File: src/rtl/trng_sample_ctrl.sv
// ---------------------------------------------------------------------------
// trng_sample_ctrl
//
// Sampling controller for the TRNG synchronizer front end. Enables the
// ring-oscillator source, waits for the synchronizer to report valid, captures
// one synchronized bit every N rng_clk cycles and packs WORD_W captures into a
// word (first capture ends up in the MSB). Words go to the entropy buffer over
// a valid/ready handshake. A repetition-count health check shuts the source
// down when the oscillator output appears stuck.
//
// Ports:
//   rng_clk     in   block clock, rising edge
//   rst         in   synchronous active-high reset
//   start       in   pulse, begins collection from IDLE or ERR
//   stop        in   pulse, ends collection (deferred until transfer in PUSH)
//   sample_cnt  in   rng_clk cycles per captured bit, latched on start, 0 -> 1
//   rnd_src_en  out  registered source/synchronizer enable
//   sync_valid  in   synchronizer output valid
//   sync_data   in   synchronized random bit
//   out_valid   out  word available
//   out_data    out  packed word
//   out_ready   in   consumer accepts the word
//   busy        out  high outside IDLE and ERR
//   err_stuck   out  repetition-count failure, held until start or rst
// ---------------------------------------------------------------------------
module trng_sample_ctrl #(
    parameter int WORD_W    = 32,
    parameter int RPT_LIMIT = 24
) (
    input  logic              rng_clk,
    input  logic              rst,
    input  logic              start,
    input  logic              stop,
    input  logic [15:0]       sample_cnt,
    output logic              rnd_src_en,
    input  logic              sync_valid,
    input  logic              sync_data,
    output logic              out_valid,
    output logic [WORD_W-1:0] out_data,
    input  logic              out_ready,
    output logic              busy,
    output logic              err_stuck
);
    localparam int              BC_W     = $clog2(WORD_W) + 1;
    localparam logic [BC_W-1:0] BC_ONE   = BC_W'(1);
    localparam logic [BC_W-1:0] LAST_BIT = BC_W'(WORD_W - 1);
    localparam logic [7:0]      RPT_LIM  = 8'(RPT_LIMIT);

    typedef enum logic [2:0] {
        S_IDLE,
        S_WARMUP,
        S_SAMPLE,
        S_PUSH,
        S_ERR
    } state_t;

    state_t            state_q, state_d;
    logic [15:0]       n_q, n_d;
    logic [15:0]       cnt_q, cnt_d;
    logic [BC_W-1:0]   bit_cnt_q, bit_cnt_d;
    logic [WORD_W-1:0] shift_q, shift_d;
    logic [7:0]        rpt_q, rpt_d;
    logic              last_bit_q, last_bit_d;
    logic              stop_pend_q, stop_pend_d;
    logic              en_q, en_d;
    logic [7:0]        rpt_cap;

    function automatic logic [7:0] sat_inc8(input logic [7:0] v);
        return (v == 8'hFF) ? v : v + 8'd1;
    endfunction

    // rpt_q == 0 marks "no capture since start", so the first capture
    // always restarts the run at 1.
    assign rpt_cap = (rpt_q == 8'd0 || sync_data != last_bit_q) ? 8'd1 : sat_inc8(rpt_q);

    always_comb begin
        state_d     = state_q;
        n_d         = n_q;
        cnt_d       = cnt_q;
        bit_cnt_d   = bit_cnt_q;
        shift_d     = shift_q;
        rpt_d       = rpt_q;
        last_bit_d  = last_bit_q;
        stop_pend_d = stop_pend_q;

        case (state_q)
            S_IDLE, S_ERR: begin
                // stop in the same cycle suppresses start
                if (start && !stop) begin
                    state_d     = S_WARMUP;
                    n_d         = (sample_cnt == 16'd0) ? 16'd1 : sample_cnt;
                    rpt_d       = 8'd0;
                    last_bit_d  = 1'b0;
                    stop_pend_d = 1'b0;
                end
            end
            S_WARMUP: begin
                if (stop) begin
                    state_d = S_IDLE;
                end else if (sync_valid) begin
                    state_d   = S_SAMPLE;
                    cnt_d     = n_q - 16'd1;
                    bit_cnt_d = '0;
                end
            end
            S_SAMPLE: begin
                if (stop) begin
                    state_d = S_IDLE;
                end else if (!sync_valid) begin
                    state_d = S_WARMUP;
                end else if (cnt_q == 16'd0) begin
                    shift_d    = {shift_q[WORD_W-2:0], sync_data};
                    bit_cnt_d  = bit_cnt_q + BC_ONE;
                    cnt_d      = n_q - 16'd1;
                    rpt_d      = rpt_cap;
                    last_bit_d = sync_data;
                    // a stuck source wins over a completed word
                    if (rpt_cap == RPT_LIM) begin
                        state_d = S_ERR;
                    end else if (bit_cnt_q == LAST_BIT) begin
                        state_d = S_PUSH;
                    end
                end else begin
                    cnt_d = cnt_q - 16'd1;
                end
            end
            S_PUSH: begin
                if (stop) begin
                    stop_pend_d = 1'b1;
                end
                if (out_ready) begin
                    cnt_d     = n_q - 16'd1;
                    bit_cnt_d = '0;
                    if (stop_pend_q || stop) begin
                        state_d     = S_IDLE;
                        stop_pend_d = 1'b0;
                    end else begin
                        state_d = S_SAMPLE;
                    end
                end
            end
            default: state_d = S_IDLE;
        endcase

        en_d = (state_d == S_WARMUP) || (state_d == S_SAMPLE) || (state_d == S_PUSH);
    end

    always_ff @(posedge rng_clk) begin
        if (rst) begin
            state_q     <= S_IDLE;
            n_q         <= '0;
            cnt_q       <= '0;
            bit_cnt_q   <= '0;
            shift_q     <= '0;
            rpt_q       <= '0;
            last_bit_q  <= 1'b0;
            stop_pend_q <= 1'b0;
            en_q        <= 1'b0;
        end else begin
            state_q     <= state_d;
            n_q         <= n_d;
            cnt_q       <= cnt_d;
            bit_cnt_q   <= bit_cnt_d;
            shift_q     <= shift_d;
            rpt_q       <= rpt_d;
            last_bit_q  <= last_bit_d;
            stop_pend_q <= stop_pend_d;
            en_q        <= en_d;
        end
    end

    assign rnd_src_en = en_q;
    assign out_valid  = (state_q == S_PUSH);
    assign out_data   = shift_q;
    assign busy       = (state_q == S_WARMUP) || (state_q == S_SAMPLE) || (state_q == S_PUSH);
    // ERR is left only through start, which also clears the flag
    assign err_stuck  = (state_q == S_ERR);

endmodule

File: config.mk
export PLATFORM = sky130hd
export DESIGN_NAME = trng_sample_ctrl
export DESIGN_NICKNAME = d
export VERILOG_FILES = /design/src/rtl/trng_sample_ctrl.sv
export SDC_FILE = /design/constraint.sdc
export NUM_CORES = 1
export LEC_CHECK = 0
export ABC_AREA = 1
export CORE_UTILIZATION = 51
export CTS_BUF_LIST = sky130_fd_sc_hd__clkbuf_8
export CTS_CLUSTER_SIZE = 8
export DETAILED_ROUTE_END_ITERATION = 12
export PLACE_DENSITY_LB_ADDON = 0.1
export SYNTH_ARGS = -nofsm -noshare
export SYNTH_HDL_FRONTEND = slang
export SYNTH_SLANG_ARGS = --single-unit
File: constraint.sdc
create_clock -name rng_clk -period 1.9 [get_ports rng_clk]
set_clock_uncertainty 0.15 [all_clocks]
set_input_delay 0.19 -clock rng_clk [delete_from_list [all_inputs] [get_ports rng_clk]]
set_output_delay 0.19 -clock rng_clk [all_outputs]
set_load 0.05 [all_outputs]
==> results of run 1 <==
power breakdown:
group	switching (mW)	leakage [nW]	internal (mW)
logic	0.516	2.54	0.407
clock network	0.653	0.111	0.803
registers	0.0425	0.687	1.80
total	1.21	3.34	3.02
metrics by stage:
step / power (mW) / hold slack (ns)
floorplan: 2.309 / 0.1749
global placement: 2.539 / 0.3064
detailed placement: 2.551 / 0.3259
CTS: 4.037 / 0.2825
global route: 4.406 / 0.3061
finish: 4.227 / 0.2975
cells by family (layout without fill, tap and decap cells):
kind of cell / after synthesis / count (layout) / synth area share (%)
buffers and inverters: 91 / 224 / 8.950
adders and majority gates: 5 / 5 / 1.458
DFF: 84 / 84 / 39.18
and+or+nand+nor: 283 / 284 / 29.62
xor gates and xnor gates: 21 / 21 / 4.286
AOI/OAI and AO/OA: 127 / 127 / 16.50
worst max path at each step:
| stage | end | slack (ns) | depth (start not counted) |
|---|---|---|---|
| 2_1_floorplan | cnt_q[14] | 0.009 | 10 |
| 3_3_place_gp | rnd_src_en | -0.21 | 11 |
| 3_5_place_dp | rnd_src_en | -0.24 | 11 |
| 4_1_cts | rnd_src_en | -0.07 | 16 |
| 5_1_grt | rnd_src_en | -0.38 | 13 |
| 6_report | out_data[31] | -0.22 | 12 |
timing repair:
| item | in CTS | in global routing |
|---|---|---|
| hold endpoints to repair | 0 | 0 |
| resized for setup | 66 | 185 |
| gates cloned | 3 | 5 |
| pin swaps | 20 | 62 |
| setup buffers | 13 | 13 |
| setup endpoints to repair | 64 | 100 |
tightest hold or removal path, stage by stage:
cell and delay, ns:
clkdlybuf4s50_1 0.42, nor2_1 0.11, a211oi_1 0.05
cell usage after synthesis, drive strengths merged:
cell type  instances  share of area, %
xor2              16               3.3
nor3b              2              0.47
o211ai             8               1.4
dfxtp             84                39
clkbuf             8              0.70
a31oi              4              0.58
nor4               4              0.58
inv               68               5.9
a32o               1              0.23
nand2             86               7.8
nand3             35               4.4
nor2             140                14
nand4              9               1.3
buf               15               2.3
ha                 5               1.5
xnor2              5               1.0
nor3               7               1.2
a21oi             29               3.4
a221oi             1              0.20
a211oi            12               2.2
o21ai             72               8.5
layout make-up:
type | count | share of cell area, %
Clock buffer | 11 | 2.313
Clock inverter | 4 | 1.109
Inverter | 68 | 4.187
Multi-Input combinational cell | 437 | 41.90
Sequential cell | 84 | 25.98
Tap cell | 105 | 2.007
Timing Repair Buffer | 140 | 22.40
Timing Repair inverter | 1 | 0.09558
layer usage:
metal	up-vias	part of all wire, %
li1	2272	-
met1	2149	39
met2	175	52
met3	50	5.4
met4	0	4.3
met5	-	0
state kept, by name, indices dropped and copies added (netlist names):
name         count
bit_cnt_q        6
cnt_q           16
last_bit_q       1
n_q             16
out_data        32
rnd_src_en       1
rpt_q            8
state_q          3
stop_pend_q      1
==> results.tsv, run 1 <==
stage	metric	value	unit
logic_synthesis	YS warnings	0	
logic_synthesis	Syn Nets	639	
clocking	CTS H-tree depth	3	
clocking	CTS Buf Count	9	
clocking	CTS Root Cell	clkbuf_8	
finish	final instance area	6545	um^2
logic_synthesis	Syn Area/Cell	7.024	um^2
global_routing	maximum number of pins on one net before global-route repair	30	
finish	layout cells sized above 1	33.56	%
finish	final core utilization	80.06	%
global_routing	global-route track usage on met2	51.28	%
detailed_routing	DR iter-0 viols	216	
global_routing	M3 GR Usage	5.097	%
timing	Slew @ Worst Pin	0.5588	ns
placed_design	Post-Place Worst Slack	-0.2395	ns
clocking	clk_lat worst skew	0.36	ns
global_routing	first-pass GRT wire length	19670	um
timing	RSZ-0062 raised after global routing	true	
setup_path	kind of cell adding the most delay to the critical path	simple AND/OR/NAND/NOR gates	
status	status	complete, but fails checks	
die	Core Box Area	8175	um^2
setup_path	R2R Setup Slk	-0.22	ns
timing	Final Hold Vio Count	0	
global_routing	vias in the first global route	4254	
clocking	Hold Buf Count CTS	0	
finish	Final #Nets	769	
setup_path	slowest CP cell	dfxtp_2	
setup_path	Worst R2R Path Depth	12	
clocking	clock slew at reported path FFs	0.09	ns
setup_path	crit path kind	reg -> reg	
detailed_routing	via count	4646	
setup_path	Critical Path End Type	register	
finish	sequential cell area	1700	um^2
min_path	WHS Path Cells	3	
timing	headroom to the max-slew limit	62.52	%
clocking	CTS max path bufs	2	
clocking	TritonCTS clock tree	yes	
flow_run	max cap viols	0	
die	die height	93.73	um
detailed_routing	Antenna Violating Nets Remaining	0	
setup_path	crit-path max FO	6	
timing	post-route clock period utilization	111.7	%
logic_synthesis	cell area after synthesis	4292	um^2
timing	Worst Slack Setup Final	-0.2215	ns
timing	Slew Limit Fails	0	
placed_design	PortBufs	58	
finish	leading cell types in the layout, fill and taps excluded	nor2_1, dfxtp_1, buf_4	
setup_path	CP cell instances	inv_2 -> ha_4 -> nand2_4 -> nor2_4 -> nand3_2 -> nor2_4 -> inv_4 -> nor2_8 -> buf_6 -> clkbuf_16 -> o21ai_2 -> nor2_1	
die	width of the chip	93.73	um
finish	fill cell count	519	
placed_design	Area after DPL	5298	um^2
finish	Layout area overhead	52.51	%
die	Die ar.	8785	um^2
logic_synthesis	FF+latch count, synth	84	
setup_path	Worst EP arrival	2.24	ns
logic_synthesis	Cells after Synth	611	
timing	Setup TNS	-3.383	ns
setup_path	reg2reg end	out_data[31]	
clocking	clk sinks	84	
status	failing checks	setup timing	
setup_path	WP data required	2.02	ns
logic_synthesis	sequential share of the synthesized area	39.18	%
die	num rows	33	
setup_path	worst reg2reg startpoint	cnt_q[0]	
power_and_ir_drop	Peak VDD IR	0.4609	mV
min_path	Hold Path Sink	n_q[11]	
global_routing	global route total overflow	0	
detailed_routing	Post-Route WL	13630	um
setup_path	most used cell, CP	nor2_4	
finish	Ant. Diodes	0	
logic_synthesis	synth unique cells	36	
setup_path	CP startpoint kind	register	
placed_design	GP Congestion	0.8846	
global_routing	antenna violations before repair	0	
global_routing	busiest grt layer	met2	
global_routing	M1 GR Usage	32.95	%
die	IO Pins	59	
timing	Fmax	471.4	MHz
die	starting density of the core	52.49	%
min_path	worst hold start	sample_cnt[11]	
power_and_ir_drop	Pwr Density	645.8	nW/um^2
setup_path	Critical path origin	cnt_q[0]	
detailed_routing	DR DRC count	0	
timing	Min Clock Period, post-route	2.121	ns
timing	Final setup viols	50	
global_routing	gr usage total	28.63	%
finish	Final Non-Filler Cells	850	
detailed_routing	Via density	5.466	
setup_path	worst stage delay on the critical path	0.33	ns
power_and_ir_drop	leakage power	3.343	nW
detailed_routing	First-pass DRT Iterations	5	
detailed_routing	per-cell routed wire length	16.04	um
placed_design	HPWL after DPL	7924	um
finish	Multi-input gate area	2743	um^2
finish	most common cell after layout, fill and taps aside	nor2_1	
min_path	min-delay worst type	in -> reg	
setup_path	Worst Path Buf+Inv	4	
placed_design	Cells after DPL	802	
Note: power is estimated with default switching activity, not from simulation.
==> run 2, diff against run 1 <==
Settings changed: CORE_UTILIZATION 51 to 57, SLEW_MARGIN set to 10.
Clock period 1.9 ns to 2.2 ns, I/O delays scaled along.
==> results.tsv, run 2 (synthesis results as in run 1) <==
stage	metric	value	unit	change
status	status	finished clean		was complete, but fails checks
global_routing	global route total overflow	0		unchanged
min_path	min-delay worst type	in -> reg		unchanged
finish	most common cell after layout, fill and taps aside	nor2_1		unchanged
timing	Final Hold Vio Count	0		unchanged
setup_path	slowest CP cell	dfxtp_1		was dfxtp_2
finish	Final Non-Filler Cells	780		was 850
timing	Setup TNS	0	ns	was -3.383 ns
timing	Final setup viols	0		was 50
timing	Fmax	467.5	MHz	was 471.4 MHz
timing	Slew @ Worst Pin	0.5327	ns	was 0.5588 ns
finish	Layout area overhead	24.14	%	was 52.51%
setup_path	crit path kind	reg -> reg		unchanged
finish	layout cells sized above 1	11.31	%	was 33.56%
finish	max FFs per register	32		unchanged
timing	headroom to the max-slew limit	64.37	%	was 62.52%
die	starting density of the core	59.17	%	was 52.49%
setup_path	WP data required	2.29	ns	was 2.02 ns
finish	Ant. Diodes	0		unchanged
clocking	clk_lat worst skew	0.37	ns	was 0.36 ns
setup_path	CP startpoint kind	register		unchanged
placed_design	PortBufs	58		unchanged
detailed_routing	DR iter-0 viols	160		was 216
setup_path	CP cell instances	nor2_1 -> nand3_1 -> nor2_4 -> nand3_4 -> nor2_4 -> inv_2 -> nor2_8 -> nor2_1 -> buf_4 -> nand2_1 -> a21oi_1		was inv_2 -> ha_4 -> nand2_4 -> nor2_4 -> nand3_2 -> nor2_4 -> inv_4 -> nor2_8 -> buf_6 -> clkbuf_16 -> o21ai_2 -> nor2_1
global_routing	first-pass GRT wire length	16740	um	was 19670 um
die	width of the chip	88.77	um	was 93.73 um
detailed_routing	Via density	5.429		was 5.466
detailed_routing	per-cell routed wire length	13.75	um	was 16.04 um
clocking	Hold Buf Count CTS	0		unchanged
global_routing	gr usage total	27.46	%	was 28.63%
global_routing	maximum number of pins on one net before global-route repair	39		was 30
detailed_routing	Antenna Violating Nets Remaining	0		unchanged
placed_design	Cells after DPL	758		was 802
global_routing	antenna violations before repair	0		unchanged
setup_path	worst stage delay on the critical path	0.33	ns	about the same
finish	Final #Nets	704		was 769
die	num rows	31		was 33
clocking	CTS max path bufs	2		unchanged
timing	Slew Limit Fails	0		unchanged
flow_run	max cap viols	0		unchanged
setup_path	crit-path max FO	9		was 6
finish	final instance area	5328	um^2	was 6545 um^2
detailed_routing	Post-Route WL	10730	um	was 13630 um
die	die height	88.77	um	was 93.73 um
setup_path	Worst EP arrival	2.23	ns	was 2.24 ns
die	IO Pins	59		unchanged
placed_design	HPWL after DPL	7292	um	was 7924 um
finish	leading cell types in the layout, fill and taps excluded	nor2_1, dfxtp_1, nand2_1		was nor2_1, dfxtp_1, buf_4
power_and_ir_drop	leakage power	2.307	nW	was 3.343 nW
finish	fill cell count	610		was 519
placed_design	Area after DPL	4985	um^2	was 5298 um^2
setup_path	Critical Path End Type	register		unchanged
timing	RSZ-0062 raised after global routing	true		unchanged
clocking	CTS Root Cell	clkbuf_8		unchanged
power_and_ir_drop	Pwr Density	624.7	nW/um^2	was 645.8 nW/um^2
finish	sequential cell area	1684	um^2	was 1700 um^2
timing	post-route clock period utilization	97.23	%	was 111.7%
detailed_routing	via count	4235		was 4646
clocking	CTS Buf Count	9		unchanged
global_routing	vias in the first global route	3672		was 4254
die	Die ar.	7880	um^2	was 8785 um^2
placed_design	GP Congestion	0.9347		was 0.8846
finish	final core utilization	73.45	%	was 80.06%
clocking	clk sinks	84		unchanged
clocking	TritonCTS clock tree	yes		unchanged
detailed_routing	First-pass DRT Iterations	5		unchanged
timing	Min Clock Period, post-route	2.139	ns	was 2.121 ns
power_and_ir_drop	Peak VDD IR	0.4829	mV	was 0.4609 mV
finish	Multi-input gate area	2280	um^2	was 2743 um^2
detailed_routing	DR DRC count	0		unchanged
clocking	CTS H-tree depth	3		unchanged
die	Core Box Area	7253	um^2	was 8175 um^2
clocking	clock slew at reported path FFs	0.09	ns	about the same
run 2: final cells by class:
cell class / count / area share, %
clock buffers: 9 / 2.325
clock inverters: 7 / 1.503
inverters: 68 / 4.885
multi-input cells: 436 / 42.79
flip-flops and latches: 84 / 31.61
well taps: 99 / 2.325
repair buffers: 77 / 14.56
run 2: path summary, 6_finish.rpt:
| path | start | to | slack (ns) | cells past startpoint |
|---|---|---|---|---|
| worst min register to register | last_bit_q | last_bit_q | 0.33 | 2 |
| worst max register to register | cnt_q[4] | rpt_q[4] | 0.06 | 11 |
| worst min-delay path | sample_cnt[2] | n_q[2] | 0.31 | 3 |
| worst max-delay path | cnt_q[4] | rpt_q[4] | 0.06 | 11 |
run 2: critical path: cells and delay by family (launching register included):
kind            cells  cell delay, ns
simple gates        8            1.16
compound gates      1            0.08
buf+inv             2            0.27
flops               1            0.33
run 2: repair_timing:
| action | in CTS | in global routing |
|---|---|---|
| hold endpoints to repair | 0 | 0 |
| endpoints found under the setup margin | 0 | 60 |
| resized for setup | 0 | 18 |
| setup buffers | 0 | 4 |
run 2: per-layer routing:
| metal | GRT usage [%] | vias to the layer above | wire, um |
|---|---|---|---|
| met5 | 0 | - | 0 |
| met4 | 9.971 | 0 | 255 |
| met3 | 6.903 | 25 | 646 |
| met2 | 48.60 | 125 | 5330 |
| met1 | 32.06 | 1946 | 4495 |
| li1 | - | 2139 | - |
run 2: through the flow:
step / total power, mW / hold slack (ns) / setup slack (ns)
floorplan: 1.992 / 0.2049 / 0.04156
global placement: 2.141 / 0.3101 / 0.1131
detailed placement: 2.156 / 0.3212 / 0.05252
CTS: 3.309 / 0.3055 / 0.01970
global route: 3.470 / 0.3145 / -0.07383
finish: 3.328 / 0.3089 / 0.06095
run 2: report_power, final:
part	total (mW)	internal [mW]	switching, mW
sequential	1.59	1.56	0.0314
combinational	0.570	0.226	0.344
clock	1.17	0.543	0.624
==> run 3, diff against run 2 <==
Settings changed: CTS_CLUSTER_DIAMETER set to 40, REMOVE_ABC_BUFFERS set to 1.
==> results.tsv, run 3 (synthesis results as in run 1) <==
stage	metric	value	unit	change
finish	layout cells sized above 1	11.45	%	was 11.31%
power_and_ir_drop	Pwr Density	602.9	nW/um^2	was 624.7 nW/um^2
clocking	clk sinks	84		unchanged
timing	Final Hold Vio Count	0		unchanged
die	Core Box Area	7253	um^2	unchanged
min_path	min-delay worst type	reg -> reg		was in -> reg
detailed_routing	top layer in use	met4		unchanged
die	die height	88.77	um	unchanged
timing	Fmax	483.9	MHz	was 467.5 MHz
global_routing	maximum number of pins on one net before global-route repair	44		was 39
detailed_routing	via count	4162		was 4235
setup_path	Critical Path End Type	register		unchanged
finish	most common cell after layout, fill and taps aside	nor2_1		unchanged
placed_design	PortBufs	58		unchanged
finish	Final #Nets	704		unchanged
die	num rows	31		unchanged
timing	Slew @ Worst Pin	0.5258	ns	was 0.5327 ns
setup_path	worst stage delay on the critical path	0.34	ns	was 0.33 ns
global_routing	first-pass GRT wire length	16420	um	was 16740 um
detailed_routing	per-cell routed wire length	12.99	um	was 13.75 um
die	IO Pins	59		unchanged
detailed_routing	routed length on met2	4790	um	was 5330 um
setup_path	CP cell instances	inv_2 -> ha_4 -> nand2_2 -> nor2_4 -> nand3_4 -> nor2_4 -> inv_2 -> nor2_8 -> buf_6 -> nand3_1 -> a21oi_1		was nor2_1 -> nand3_1 -> nor2_4 -> nand3_4 -> nor2_4 -> inv_2 -> nor2_8 -> nor2_1 -> buf_4 -> nand2_1 -> a21oi_1
clocking	clk_lat worst skew	0.35	ns	was 0.37 ns
setup_path	CP startpoint kind	register		unchanged
timing	Min Clock Period, post-route	2.067	ns	was 2.139 ns
placed_design	HPWL after DPL	7093	um	was 7292 um
detailed_routing	First-pass DRT Iterations	4		was 5
timing	post-route clock period utilization	93.94	%	was 97.23%
die	starting density of the core	59.17	%	unchanged
detailed_routing	Met3 Routed Length	494	um	was 646 um
clocking	CTS Buf Count	9		unchanged
die	Die ar.	7880	um^2	unchanged
status	status	finished clean		unchanged
detailed_routing	WL met1	4741	um	was 4495 um
clocking	clock slew at reported path FFs	0.09	ns	about the same
setup_path	kind of cell adding the most delay to the critical path	simple AND/OR/NAND/NOR gates		unchanged
global_routing	antenna violations before repair	0		unchanged
timing	hold_ws	0.3289	ns	was 0.3089 ns
die	width of the chip	88.77	um	unchanged
clocking	CTS H-tree depth	3		unchanged
placed_design	Area after DPL	4985	um^2	unchanged
clocking	CTS max path bufs	2		unchanged
setup_path	slowest CP cell	dfxtp_1		unchanged
detailed_routing	Via density	5.336		was 5.429
detailed_routing	Post-Route WL	10140	um	was 10730 um
setup_path	Worst Path Buf+Inv	3		was 2
setup_path	Worst EP arrival	2.19	ns	was 2.23 ns
detailed_routing	DR iter-0 viols	270		was 160
setup_path	WP data required	2.32	ns	was 2.29 ns
timing	headroom to the max-slew limit	64.84	%	was 64.37%
detailed_routing	DR DRC count	0		unchanged
power_and_ir_drop	Peak VDD IR	0.3616	mV	was 0.4829 mV
setup_path	crit path kind	reg -> reg		unchanged
detailed_routing	Antenna Violating Nets Remaining	0		unchanged
global_routing	gr usage total	26.62	%	was 27.46%
global_routing	global route total overflow	0		unchanged
finish	leading cell types in the layout, fill and taps excluded	nor2_1, nand2_1, dfxtp_1		was nor2_1, dfxtp_1, nand2_1
finish	final instance area	5281	um^2	was 5328 um^2
setup_path	crit-path max FO	10		was 9
clocking	TritonCTS clock tree	yes		unchanged
clocking	Hold Buf Count CTS	0		unchanged
global_routing	vias in the first global route	3704		was 3672
finish	fill cell count	604		was 610
finish	max FFs per register	32		unchanged
flow_run	max cap viols	0		unchanged
clocking	CTS Root Cell	clkbuf_8		unchanged
finish	Ant. Diodes	0		unchanged
power_and_ir_drop	leakage power	2.287	nW	was 2.307 nW
timing	Slew Limit Fails	0		unchanged
finish	Layout area overhead	23.06	%	was 24.14%
timing	Final setup viols	0		unchanged
placed_design	GP Congestion	0.8946		was 0.9347
## run 3: worst paths after layout
check                    end  cells after the start  slack (ns)        from
setup / recovery    rpt_q[5]                     11        0.13    cnt_q[0]
setup reg to reg    rpt_q[5]                     11        0.13    cnt_q[0]
hold / removal    last_bit_q                      2        0.33  last_bit_q
hold reg to reg   last_bit_q                      2        0.33  last_bit_q
## run 3: area by class of cell
class / count / area [um^2] / share of cell area (%)
inverters: 68 / 261.5 / 4.951
flip-flops and latches: 84 / 1688 / 31.96
clock buffers: 11 / 151.4 / 2.867
well taps: 99 / 123.9 / 2.345
clock inverters: 5 / 35.03 / 0.6633
repair inverters: 1 / 5.005 / 0.09476
multi-input cells: 436 / 2295 / 43.45
repair buffers: 76 / 721.9 / 13.67
## run 3: timing repair
item | 4_1_cts | 5_1_grt
resized for setup | 1 | 28
setup endpoints to repair | 1 | 60
cloned | 0 | 1
setup buffers | 0 | 2
pin swaps | 0 | 5
## run 3: stage by stage
step	std cells	setup slack [ns]	power, mW	TNS (ns)	utilization, %
finish	780	0.1334	3.184	0	72.81
global route	780	-0.01368	3.335	-0.01734	72.81
CTS	777	0.01161	3.166	0	71.28
detailed placement	761	0.001434	2.145	0	68.73
floorplan	588	-0.4093	1.974	-5.390	-
global placement	761	0.06813	2.131	0	68.73
## run 3: metal layers
layer / GRT usage [%] / vias to the layer above
met2: 43.64 / 106
met4: 8.358 / 0
met3: 4.104 / 9
li1: - / 2124
met1: 36.04 / 1923
met5: 0 / -
## run 3: worst register-to-register path, delay by kind of cell (launching register included)
family / cells / cell delay [ns]
AND/OR/NAND/NOR: 6 / 0.80
buffers and inverters: 3 / 0.34
flip-flops: 1 / 0.34
adder cells (fa/ha/maj): 1 / 0.15
AO/OA/AOI/OAI: 1 / 0.19
## run 3: power breakdown
part	internal, mW	switching (mW)	leakage, nW
Combinational	0.217	0.334	1.51
Clock	0.474	0.567	0.0957
Sequential	1.56	0.0322	0.683
